File: config.mk
export PLATFORM = sky130hd
export DESIGN_NAME = band_envelope_smoother_flat
export DESIGN_NICKNAME = d
export VERILOG_FILES = /design/src/rtl/band_envelope_smoother_pkg.sv /design/src/rtl/band_envelope_smoother_if.sv /design/src/rtl/band_envelope_smoother_envelope_step.sv /design/src/rtl/band_envelope_smoother.sv /design/src/flat_wrapper.sv
export SDC_FILE = /design/constraint.sdc
export NUM_CORES = 2
export LEC_CHECK = 0
export ABC_AREA = 1
export BUFFER_PORTS_ARGS = -buffer_cell sky130_fd_sc_hd__buf_4
export CELL_PAD_IN_SITES_DETAIL_PLACEMENT = 0
export CELL_PAD_IN_SITES_GLOBAL_PLACEMENT = 1
export CORE_UTILIZATION = 51
export DETAILED_ROUTE_END_ITERATION = 8
export PLACE_DENSITY_LB_ADDON = 0.15
export SLEW_MARGIN = 15
export SYNTH_ARGS = -nofsm -noshare
export SYNTH_HDL_FRONTEND = slang
export SYNTH_SLANG_ARGS = --single-unit
File: constraint.sdc
create_clock -name clk -period 9.1 [get_ports clk]
set_input_delay 0 -clock clk [delete_from_list [all_inputs] [get_ports clk]]
set_output_delay 0 -clock clk [all_outputs]
set_load 0.03 [all_outputs]
File: src/rtl/band_envelope_smoother_pkg.sv
// Shared types and sizing helpers for the per-channel band magnitude smoother.
package smoother_pkg;

    typedef enum logic {
        BOXCAR   = 1'b0,
        ENVELOPE = 1'b1
    } smooth_mode_t;

    // Boxcar sum needs log2(depth) guard bits so it can never overflow.
    function automatic int sum_width(input int width, input int num_samples);
        return width + $clog2(num_samples);
    endfunction

endpackage

File: src/rtl/band_envelope_smoother_if.sv
// Sample-in / smoothed-out bus of the band smoother; master drives samples, slave is the smoother.
interface band_envelope_smoother_if #(
    parameter int WIDTH = 16,
    parameter int CH_W  = 3
);
    logic             clear;
    logic             mode;
    logic [WIDTH-1:0] mag_in;
    logic [CH_W-1:0]  mag_in_ch;
    logic             mag_in_valid;
    logic [WIDTH-1:0] mag_out;
    logic [CH_W-1:0]  mag_out_ch;
    logic             mag_out_valid;

    modport master (
        output clear, mode, mag_in, mag_in_ch, mag_in_valid,
        input  mag_out, mag_out_ch, mag_out_valid
    );

    modport slave (
        input  clear, mode, mag_in, mag_in_ch, mag_in_valid,
        output mag_out, mag_out_ch, mag_out_valid
    );
endinterface

File: src/rtl/band_envelope_smoother_envelope_step.sv
// Asymmetric attack/decay follower step; a nonzero gap always moves env by at least one LSB.
module envelope_step #(
    parameter int WIDTH        = 16,
    parameter int ATTACK_SHIFT = 1,
    parameter int DECAY_SHIFT  = 4
) (
    input  logic [WIDTH-1:0] in_i,
    input  logic [WIDTH-1:0] env_i,
    output logic [WIDTH-1:0] env_next_o
);
    logic             rise;
    logic             fall;
    logic [WIDTH-1:0] diff;
    logic [WIDTH-1:0] step_raw;
    logic [WIDTH-1:0] step;

    always_comb begin
        rise     = in_i > env_i;
        fall     = in_i < env_i;
        diff     = rise ? (in_i - env_i) : (env_i - in_i);
        step_raw = rise ? (diff >> ATTACK_SHIFT) : (diff >> DECAY_SHIFT);
        // Step never exceeds diff, so env lands on or short of the input and cannot wrap.
        step     = ((step_raw == '0) && (diff != '0)) ? WIDTH'(1) : step_raw;
        if (rise) begin
            env_next_o = env_i + step;
        end else if (fall) begin
            env_next_o = env_i - step;
        end else begin
            env_next_o = env_i;
        end
    end
endmodule

File: src/rtl/band_envelope_smoother.sv
// Time-multiplexed per-channel magnitude smoother: boxcar average or envelope follower, latency 1.
module band_envelope_smoother
    import smoother_pkg::*;
#(
    parameter int WIDTH        = 16,
    parameter int NUM_CH       = 8,
    parameter int NUM_SAMPLES  = 8,
    parameter int ATTACK_SHIFT = 1,
    parameter int DECAY_SHIFT  = 4
) (
    input  logic                     clk,
    input  logic                     rst,
    band_envelope_smoother_if.slave  bus
);
    localparam int CH_W  = (NUM_CH > 1) ? $clog2(NUM_CH) : 1;
    localparam int SHIFT = $clog2(NUM_SAMPLES);
    localparam int SUM_W = sum_width(WIDTH, NUM_SAMPLES);

    logic [WIDTH-1:0] hist_q [NUM_CH][NUM_SAMPLES];
    logic [SUM_W-1:0] sum_q  [NUM_CH];
    logic [WIDTH-1:0] env_q  [NUM_CH];

    logic [WIDTH-1:0] mag_out_q;
    logic [CH_W-1:0]  mag_out_ch_q;
    logic             mag_out_valid_q;

    logic             ch_ok;
    logic             accept;
    logic [CH_W-1:0]  idx;
    logic [WIDTH-1:0] hist_cur [NUM_SAMPLES];
    logic [SUM_W-1:0] sum_cur;
    logic [WIDTH-1:0] env_cur;
    logic [SUM_W-1:0] sum_d;
    logic [WIDTH-1:0] box_d;
    logic [WIDTH-1:0] env_d;

    // A clear in the same cycle as a sample makes the sample see zeroed state.
    always_comb begin
        ch_ok   = 32'(bus.mag_in_ch) < NUM_CH;
        accept  = bus.mag_in_valid && ch_ok;
        idx     = ch_ok ? bus.mag_in_ch : '0;
        for (int k = 0; k < NUM_SAMPLES; k++) begin
            hist_cur[k] = bus.clear ? '0 : hist_q[idx][k];
        end
        sum_cur = bus.clear ? '0 : sum_q[idx];
        env_cur = bus.clear ? '0 : env_q[idx];
        sum_d   = sum_cur - SUM_W'(hist_cur[NUM_SAMPLES-1]) + SUM_W'(bus.mag_in);
        box_d   = WIDTH'(sum_d >> SHIFT);
    end

    envelope_step #(
        .WIDTH        (WIDTH),
        .ATTACK_SHIFT (ATTACK_SHIFT),
        .DECAY_SHIFT  (DECAY_SHIFT)
    ) u_env_step (
        .in_i       (bus.mag_in),
        .env_i      (env_cur),
        .env_next_o (env_d)
    );

    always_ff @(posedge clk) begin
        if (rst) begin
            for (int c = 0; c < NUM_CH; c++) begin
                for (int k = 0; k < NUM_SAMPLES; k++) begin
                    hist_q[c][k] <= '0;
                end
                sum_q[c] <= '0;
                env_q[c] <= '0;
            end
            mag_out_q       <= '0;
            mag_out_ch_q    <= '0;
            mag_out_valid_q <= 1'b0;
        end else begin
            mag_out_valid_q <= accept;
            if (bus.clear) begin
                for (int c = 0; c < NUM_CH; c++) begin
                    for (int k = 0; k < NUM_SAMPLES; k++) begin
                        hist_q[c][k] <= '0;
                    end
                    sum_q[c] <= '0;
                    env_q[c] <= '0;
                end
            end
            // Both smoothers always advance; mode only picks which one is reported.
            if (accept) begin
                hist_q[idx][0] <= bus.mag_in;
                for (int k = 1; k < NUM_SAMPLES; k++) begin
                    hist_q[idx][k] <= hist_cur[k-1];
                end
                sum_q[idx]   <= sum_d;
                env_q[idx]   <= env_d;
                mag_out_q    <= (smooth_mode_t'(bus.mode) == ENVELOPE) ? env_d : box_d;
                mag_out_ch_q <= bus.mag_in_ch;
            end
        end
    end

    assign bus.mag_out       = mag_out_q;
    assign bus.mag_out_ch    = mag_out_ch_q;
    assign bus.mag_out_valid = mag_out_valid_q;
endmodule
File: src/flat_wrapper.sv
// flat-port wrapper written by rule: the top's interface ports become plain ports
module band_envelope_smoother_flat import smoother_pkg::*;
#(
    parameter int WIDTH        = 16,
    parameter int NUM_CH       = 8,
    parameter int NUM_SAMPLES  = 8,
    parameter int ATTACK_SHIFT = 1,
    parameter int DECAY_SHIFT  = 4
)
  (clk, rst, bus_clear, bus_mode, bus_mag_in, bus_mag_in_ch, bus_mag_in_valid, bus_mag_out, bus_mag_out_ch, bus_mag_out_valid);
  band_envelope_smoother_if #(.WIDTH(WIDTH)) bus_i ();
  input  logic clk;
  input  logic rst;
  input wire logic [$bits(bus_i.clear)-1:0] bus_clear;
  input wire logic [$bits(bus_i.mode)-1:0] bus_mode;
  input wire logic [$bits(bus_i.mag_in)-1:0] bus_mag_in;
  input wire logic [$bits(bus_i.mag_in_ch)-1:0] bus_mag_in_ch;
  input wire logic [$bits(bus_i.mag_in_valid)-1:0] bus_mag_in_valid;
  output wire logic [$bits(bus_i.mag_out)-1:0] bus_mag_out;
  output wire logic [$bits(bus_i.mag_out_ch)-1:0] bus_mag_out_ch;
  output wire logic [$bits(bus_i.mag_out_valid)-1:0] bus_mag_out_valid;
  assign bus_i.clear = bus_clear;
  assign bus_i.mode = bus_mode;
  assign bus_i.mag_in = bus_mag_in;
  assign bus_i.mag_in_ch = bus_mag_in_ch;
  assign bus_i.mag_in_valid = bus_mag_in_valid;
  assign bus_mag_out = bus_i.mag_out;
  assign bus_mag_out_ch = bus_i.mag_out_ch;
  assign bus_mag_out_valid = bus_i.mag_out_valid;
  band_envelope_smoother #(.WIDTH(WIDTH), .NUM_CH(NUM_CH), .NUM_SAMPLES(NUM_SAMPLES), .ATTACK_SHIFT(ATTACK_SHIFT), .DECAY_SHIFT(DECAY_SHIFT)) u_core (.clk(clk), .rst(rst), .bus(bus_i));
endmodule
Yosys cells after proc, flatten, opt, wreduce, memory -nomap -nowiden
Memories as Yosys holds them, arrays and structs flattened.
Index checks and enable logic that the tools add are counted.
W data, S select, Z words.
{"block": "totals", "register_bits": 20, "ramBits": 1304, "output_inout_bits": 20, "mem_count": 3}
{"block": "op_classes", "addsub": 6, "magnitude_cmp": 2, "n_mux": 104, "bitwise": 80, "reduce_logical": 3}
{"memory": "u_core.hist_q", "words": 8, "word_bits": 128, "read_ports": 1, "rd_ports_with_merged_regs": 0, "write_ports": 9, "line_no": "band_envelope_smoother.sv:19", "text": "logic [WIDTH-1:0] hist_q [NUM_CH][NUM_SAMPLES];"}
{"memory": "u_core.sum_q", "words": 8, "word_bits": 19, "read_ports": 1, "rd_ports_with_merged_regs": 0, "write_ports": 9, "line_no": "band_envelope_smoother.sv:20", "text": "logic [SUM_W-1:0] sum_q [NUM_CH];"}
{"memory": "u_core.env_q", "words": 8, "word_bits": 16, "read_ports": 1, "rd_ports_with_merged_regs": 0, "write_ports": 9, "line_no": "band_envelope_smoother.sv:21", "text": "logic [WIDTH-1:0] env_q [NUM_CH];"}
{"cell": "$mux W16", "count": 85}
{"cell": "$mux W19", "count": 9}
{"cell": "$or A1 B1 Y1", "count": 80}
{"cell": "$sub A16 B16 Y16", "count": 2}
{"cell": "$mux W15", "count": 2}
{"cell": "$add A19 B16 Y19", "count": 1}
{"cell": "$sub A19 B16 Y19", "count": 1}
{"cell": "$add A16 B15 Y16", "count": 1}
{"cell": "$gt A16 B16 Y1", "count": 1}
{"cell": "$logic_not A16 Y1", "count": 1}
{"cell": "$lt A16 B16 Y1", "count": 1}
{"cell": "$reduce_bool A16 Y1", "count": 1}
{"cell": "$sub A16 B15 Y16", "count": 1}
{"cell": "$mux W1", "count": 8}
{"cell": "$logic_and A1 B1 Y1", "count": 1}

Logic depth before layout (Yosys ltp)
An unclocked memory read counts as a cell.
{"block": "depth", "depth_word": 12, "ltp_mapped": 47, "depth_no_buf": 44}

Modules after synthesis
Synthesis repeated with hierarchy kept, for this count alone.
{"block": "hier_totals", "hier_cells": 5678, "hier_area_um2": 61017.3}
{"module": "band_envelope_smoother", "n_inst": 1, "cells_each": 4885, "area_each_um2": 56807.0, "seq_area_each_um2": 39557.9}
{"module": "envelope_step", "n_inst": 1, "cells_each": 793, "area_each_um2": 4210.3, "seq_area_each_um2": 0.0}

Worst setup path before layout
No wires, ideal clock.
{"block": "synth_path", "kind": "input-to-reg", "start": "input port bus_mag_in_ch[0]", "end": "memory u_core.env_q[4][0], enable pin", "arrival_time_ns": 4.752, "t_required_ns": 8.571, "slack_ns": 3.819, "path_stages": 9, "path_buffers": 4, "cell_sequence": "buf_4 -> nor3_4 -> buf_4 -> inv_1 -> nor2_1 -> inv_2 -> buf_2 -> buf_2 -> nand2_1"}
{"item": "start, declared", "line_no": "flat_wrapper.sv:17", "text": "input wire logic [$bits(bus_i.mag_in_ch)-1:0] bus_mag_in_ch;"}
{"item": "end, declared", "line_no": "band_envelope_smoother.sv:21"}

Worst setup path after layout
{"block": "layout_path", "start": "input port bus_mag_in_ch[2]", "end": "register u_core.mag_out_q[5], in the netlist u_core.bus.mag_out[5]"}
{"block": "layout_between", "elab_chain_len": 12, "word_cells_on_any_way": 23, "classes_between": "6 x add/sub; 2 x order compare; 9 x mux; 3 x reduce/logical; 3 x memory"}
{"item": "$mem_v2 Z8 W16"}
{"item": "$mux W16", "line_no": "band_envelope_smoother.sv:46", "text": "env_cur = bus.clear ? '0 : env_q[idx];"}
{"item": "$sub A16 B16 Y16 / $gt A16 B16 Y1 (equally long branches)", "line_no": "band_envelope_smoother_envelope_step.sv:20, band_envelope_smoother_envelope_step.sv:18"}
{"item": "$mux W16", "line_no": "band_envelope_smoother_envelope_step.sv:20", "text": "diff = rise ? (in_i - env_i) : (env_i - in_i);"}
{"item": "$mux W15", "line_no": "band_envelope_smoother_envelope_step.sv:21", "text": "step_raw = rise ? (diff >> ATTACK_SHIFT) : (diff >> DECAY_SHIFT);"}
{"item": "$logic_not A16 Y1", "line_no": "band_envelope_smoother_envelope_step.sv:23", "text": "step = ((step_raw == '0) && (diff != '0)) ? WIDTH'(1) : step_raw;"}
{"item": "$logic_and A1 B1 Y1", "line_no": "band_envelope_smoother_envelope_step.sv:23"}
{"item": "$mux W15", "line_no": "band_envelope_smoother_envelope_step.sv:23"}
{"item": "$sub A16 B15 Y16", "line_no": "band_envelope_smoother_envelope_step.sv:27", "text": "env_next_o = env_i - step;"}
{"item": "$mux W16", "line_no": "band_envelope_smoother_envelope_step.sv:26", "text": "end else if (fall) begin"}
{"item": "$mux W16", "line_no": "band_envelope_smoother_envelope_step.sv:24", "text": "if (rise) begin"}
{"item": "$mux W16 *", "line_no": "band_envelope_smoother.sv:92", "text": "mag_out_q <= (smooth_mode_t'(bus.mode) == ENVELOPE) ? env_d : box_d;"}
{"item": "end signal, assigned", "line_no": "band_envelope_smoother.sv:92"}
{"item": "end, declared", "line_no": "band_envelope_smoother.sv:23", "text": "logic [WIDTH-1:0] mag_out_q;"}
Every way passes the cells marked *; elsewhere a longest branch is shown, timed or not.
A chain may end at the register's enable or synchronous reset.

==> flow_summary.json <==
{
  "async_flop_share_pct": 0,
  "totalWireLength_um": 188400,
  "p_int_mw": 10.58,
  "syn_avg_cell_area_um2": 10.63,
  "vias_per_cell": 5.979,
  "cts_tree": "done",
  "ys_ff_latch": 1324,
  "grt_pass1_wl_um": 277200,
  "die_h_um": 346.0,
  "finalHoldViolations": 0,
  "antenna_found_initial": 1,
  "hpwl_um": 98810,
  "critical_path_required_ns": 9.76,
  "cts_sinks": 1324,
  "critPathMaxStageDelay_ns": 0.58,
  "gr-total-overflow": 0,
  "io_buffers": 43,
  "holdWs_ns": 0.05508,
  "ant_nets": 0,
  "crit_arrival_ns": 7.94,
  "num_rows": 125,
  "start_util_pct": 51.72,
  "synth-seq-area-share_pct": 65.55,
  "design_area_um2": 66310,
  "dieArea_um2": 119700,
  "fin_ws_ns": 1.816,
  "path_buf_inv": 9,
  "syn_inst": 5679,
  "track_usage_pct": 31.30,
  "synth_ff_type": "edfxtp_1",
  "dp_slack_ns": 1.512,
  "clockBufferDepth": 3,
  "detail_route.wl_per_cell_um": 26.01,
  "die_x_um": 346.0,
  "timing.fmax_ghz": 0.1373,
  "status": "complete, no violations",
  "grt_start_max_net_pins": 133,
  "clockPowerShare_pct": 38.7,
  "area.growth.synth_to_final_pct": 9.892,
  "htreeDepth": 4,
  "setup_viol": 0,
  "core_area_um2": 116700,
  "cp-start-kind": "input pin",
  "cts_setup_buffers": 0,
  "fin_setup_tns_ns": 0,
  "n_antenna_cell": 0,
  "slowest_stage": "a21oi_1",
  "seqPwrFrac_pct": 49.3,
  "dr.pass1.iters": 8,
  "clock_skew_ns": 0.03078,
  "io_pins": 44,
  "dr.first_iter.drc_count": 5034,
  "crit_top_cell": "nand2_1",
  "cts_root_buf": "clkbuf_16",
  "switching_share_pct": 26.52,
  "comb_power_share_pct": 12.0,
  "hold_class": "in2reg",
  "switching_power_mw": 3.818,
  "cap_violations": 0,
  "dpl_cell_area_um2": 61710,
  "ir_drop_uv": 199.0,
  "leakagePower_nw": 25.42,
  "min_period_over_period_pct": 80.04,
  "cts_made_buffers": 142,
  "yosys_warnings": 0,
  "grt_pass1_vias": 42050,
  "critical_path_class": "in2reg",
  "critical_path.max_fanout": 62,
  "yosysUniqueCellTypes": 59,
  "place.gp.congestion": 0.8909,
  "drc": 0,
  "syn_area_um2": 60350,
  "nNetsFinal": 5733,
  "final_max_slew_viol_count": 0,
  "cp-end-kind": "flop",
  "power_density_nw_per_um2": 217.1,
  "drive_above_1_share_pct": 6.697,
  "vias": 43307,
  "syn_nets": 5803,
  "synth_edf_count": 1304,
  "tightestPinTransition_ns": 1.123,
  "clk_latency_ns": 0.77,
  "crit_family": "buffers and inverters",
  "rrSetupSlack_ns": 2.22,
  "period_needed_ns": 7.284,
  "slew_headroom_pct": 25.15,
  "rsz0062_at_grt": "no",
  "clk_pin_slew_ns": 0.06
}
## worst register-to-register path: cells and delay by family (launching register included)
kind,cells,cell delay (ns)
fa+ha+maj,2,0.64
simple gates,21,2.50
buf+inv,6,1.62
compound gates,6,1.56
xor+xnor,1,0.09
flops,1,0.36
## metal layers
metal | wire (um) | track usage (%) | up-vias
met4 | 5116 | 9.034 | 0
met1 | 78650 | 44.30 | 21537
met3 | 15850 | 3.808 | 303
li1 | - | - | 19378
met5 | 0 | 0 | -
met2 | 88780 | 50.97 | 2089
## cell type report
class                      instances  area [um2]
sequential                      1324       39560
clock buffer                     195        3847
timing repair buffer             119        1033
tap                             1524        1907
fill                            9866       50360
multi-input combinational       3697       18090
clock inverter                    59       548.0
inverter                         325        1328
## flip-flops by register name, summed over array words and instances, names as in the netlist
| register | count |
|---|---|
| u_core.bus.mag_out | 16 |
| u_core.bus.mag_out_ch | 3 |
| u_core.bus.mag_out_valid | 1 |
| u_core.env_q | 128 |
| u_core.hist_q | 1024 |
| u_core.sum_q | 152 |
## synthesized netlist by cell type (4+ instances only)
cell / n / share of area [%]
a31o_2: 18 / 0.26
a221oi_1: 87 / 1.3
o21bai_1: 11 / 0.14
fa_1: 20 / 0.66
nor2_1: 1397 / 8.7
nand2_2: 18 / 0.19
ha_1: 80 / 1.7
a22oi_1: 162 / 2.0
buf_1: 17 / 0.11
nor3_1: 11 / 0.091
dfxtp_1: 20 / 0.66
nand3_2: 4 / 0.066
nor2_4: 4 / 0.075
buf_4: 18 / 0.22
o21ai_1: 23 / 0.19
a22o_1: 62 / 0.90
clkinv_1: 17 / 0.11
xor2_1: 31 / 0.45
edfxtp_1: 1304 / 65
nand4_1: 115 / 1.2
a31oi_1: 7 / 0.073
o21ai_0: 59 / 0.49
a41o_1: 32 / 0.53
buf_6: 10 / 0.19
nand3_1: 138 / 1.1
inv_1: 276 / 1.7
a41oi_1: 12 / 0.17
buf_2: 115 / 0.95
inv_2: 31 / 0.19
a21oi_1: 124 / 1.0
nand2_1: 1221 / 7.6
nand2_4: 4 / 0.075
and2_1: 11 / 0.11
clkbuf_1: 173 / 1.1
o21ai_2: 7 / 0.10
## final timing paths
path	end	cells after the start	from
hold / removal	u_core.hist_q[3][116]	3	bus_mag_in[4]
setup / recovery	u_core.bus.mag_out[5]	40	bus_mag_in_ch[2]
hold reg to reg	u_core.bus.mag_out[11]	2	u_core.bus.mag_out[11]
setup reg to reg	u_core.bus.mag_out[5]	36	u_core.env_q[4][7]
## cells in the final DEF, fill, tap and decap left out, drive strengths merged, types with 2 or more instances in the layout
cell type / count
o2bb2ai: 2
a21o: 3
clkinv: 61
o21bai: 11
a21oi: 127
xnor2: 3
a211oi: 3
buf: 98
xor2: 31
a221oi: 87
inv: 314
nand3: 143
clkinvlp: 2
a41o: 32
o22ai: 2
nor2: 1402
a22oi: 162
nand2: 1244
nand4: 116
dfxtp: 20
dlygate4sd3: 21
o211ai: 2
o21ai: 89
fa: 20
a41oi: 12
o41ai: 2
clkbuf: 195
edfxtp: 1304
o21a: 2
bufinv: 7
ha: 80
and2: 12
a22o: 62
nor3: 12
a31o: 18
o31ai: 3
a31oi: 7
nand3b: 3
## what timing repair did
item	in CTS	in global routing
endpoints found under the hold margin	118	0
resized for setup	0	0
hold buffers	21	0
## cell families after synthesis
family | Yosys count | synth area share, %
buffers and inverters | 658 | 4.572
adder cells (fa/ha/maj) | 100 | 2.322
XOR/XNOR | 34 | 0.4935
flip-flops | 1324 | 65.55
AO/OA/AOI/OAI | 628 | 7.630
AND/OR/NAND/NOR | 2935 | 19.43
## power by group through the flow
stage / Sequential [mW] / Clock [mW] / Combinational (mW)
final: 7.09 / 5.57 / 1.73
after global routing: 7.12 / 5.83 / 1.87
after floorplan: 7.26 / 0 / 1.08
after global placement: 7.21 / 0 / 1.70
after CTS: 7.09 / 5.60 / 1.72
after detailed placement: 7.22 / 0 / 1.70
## stage by stage
stage	std cells	power [mW]	util (%)
final	7243	14.39	56.84
after global routing	7243	14.82	56.84
after CTS	7243	14.41	56.84
after detailed placement	6968	8.918	52.89
after global placement	6968	8.909	52.89
after floorplan	5679	8.333	-
No activity file was read; power rests on OpenSTA's default activity.
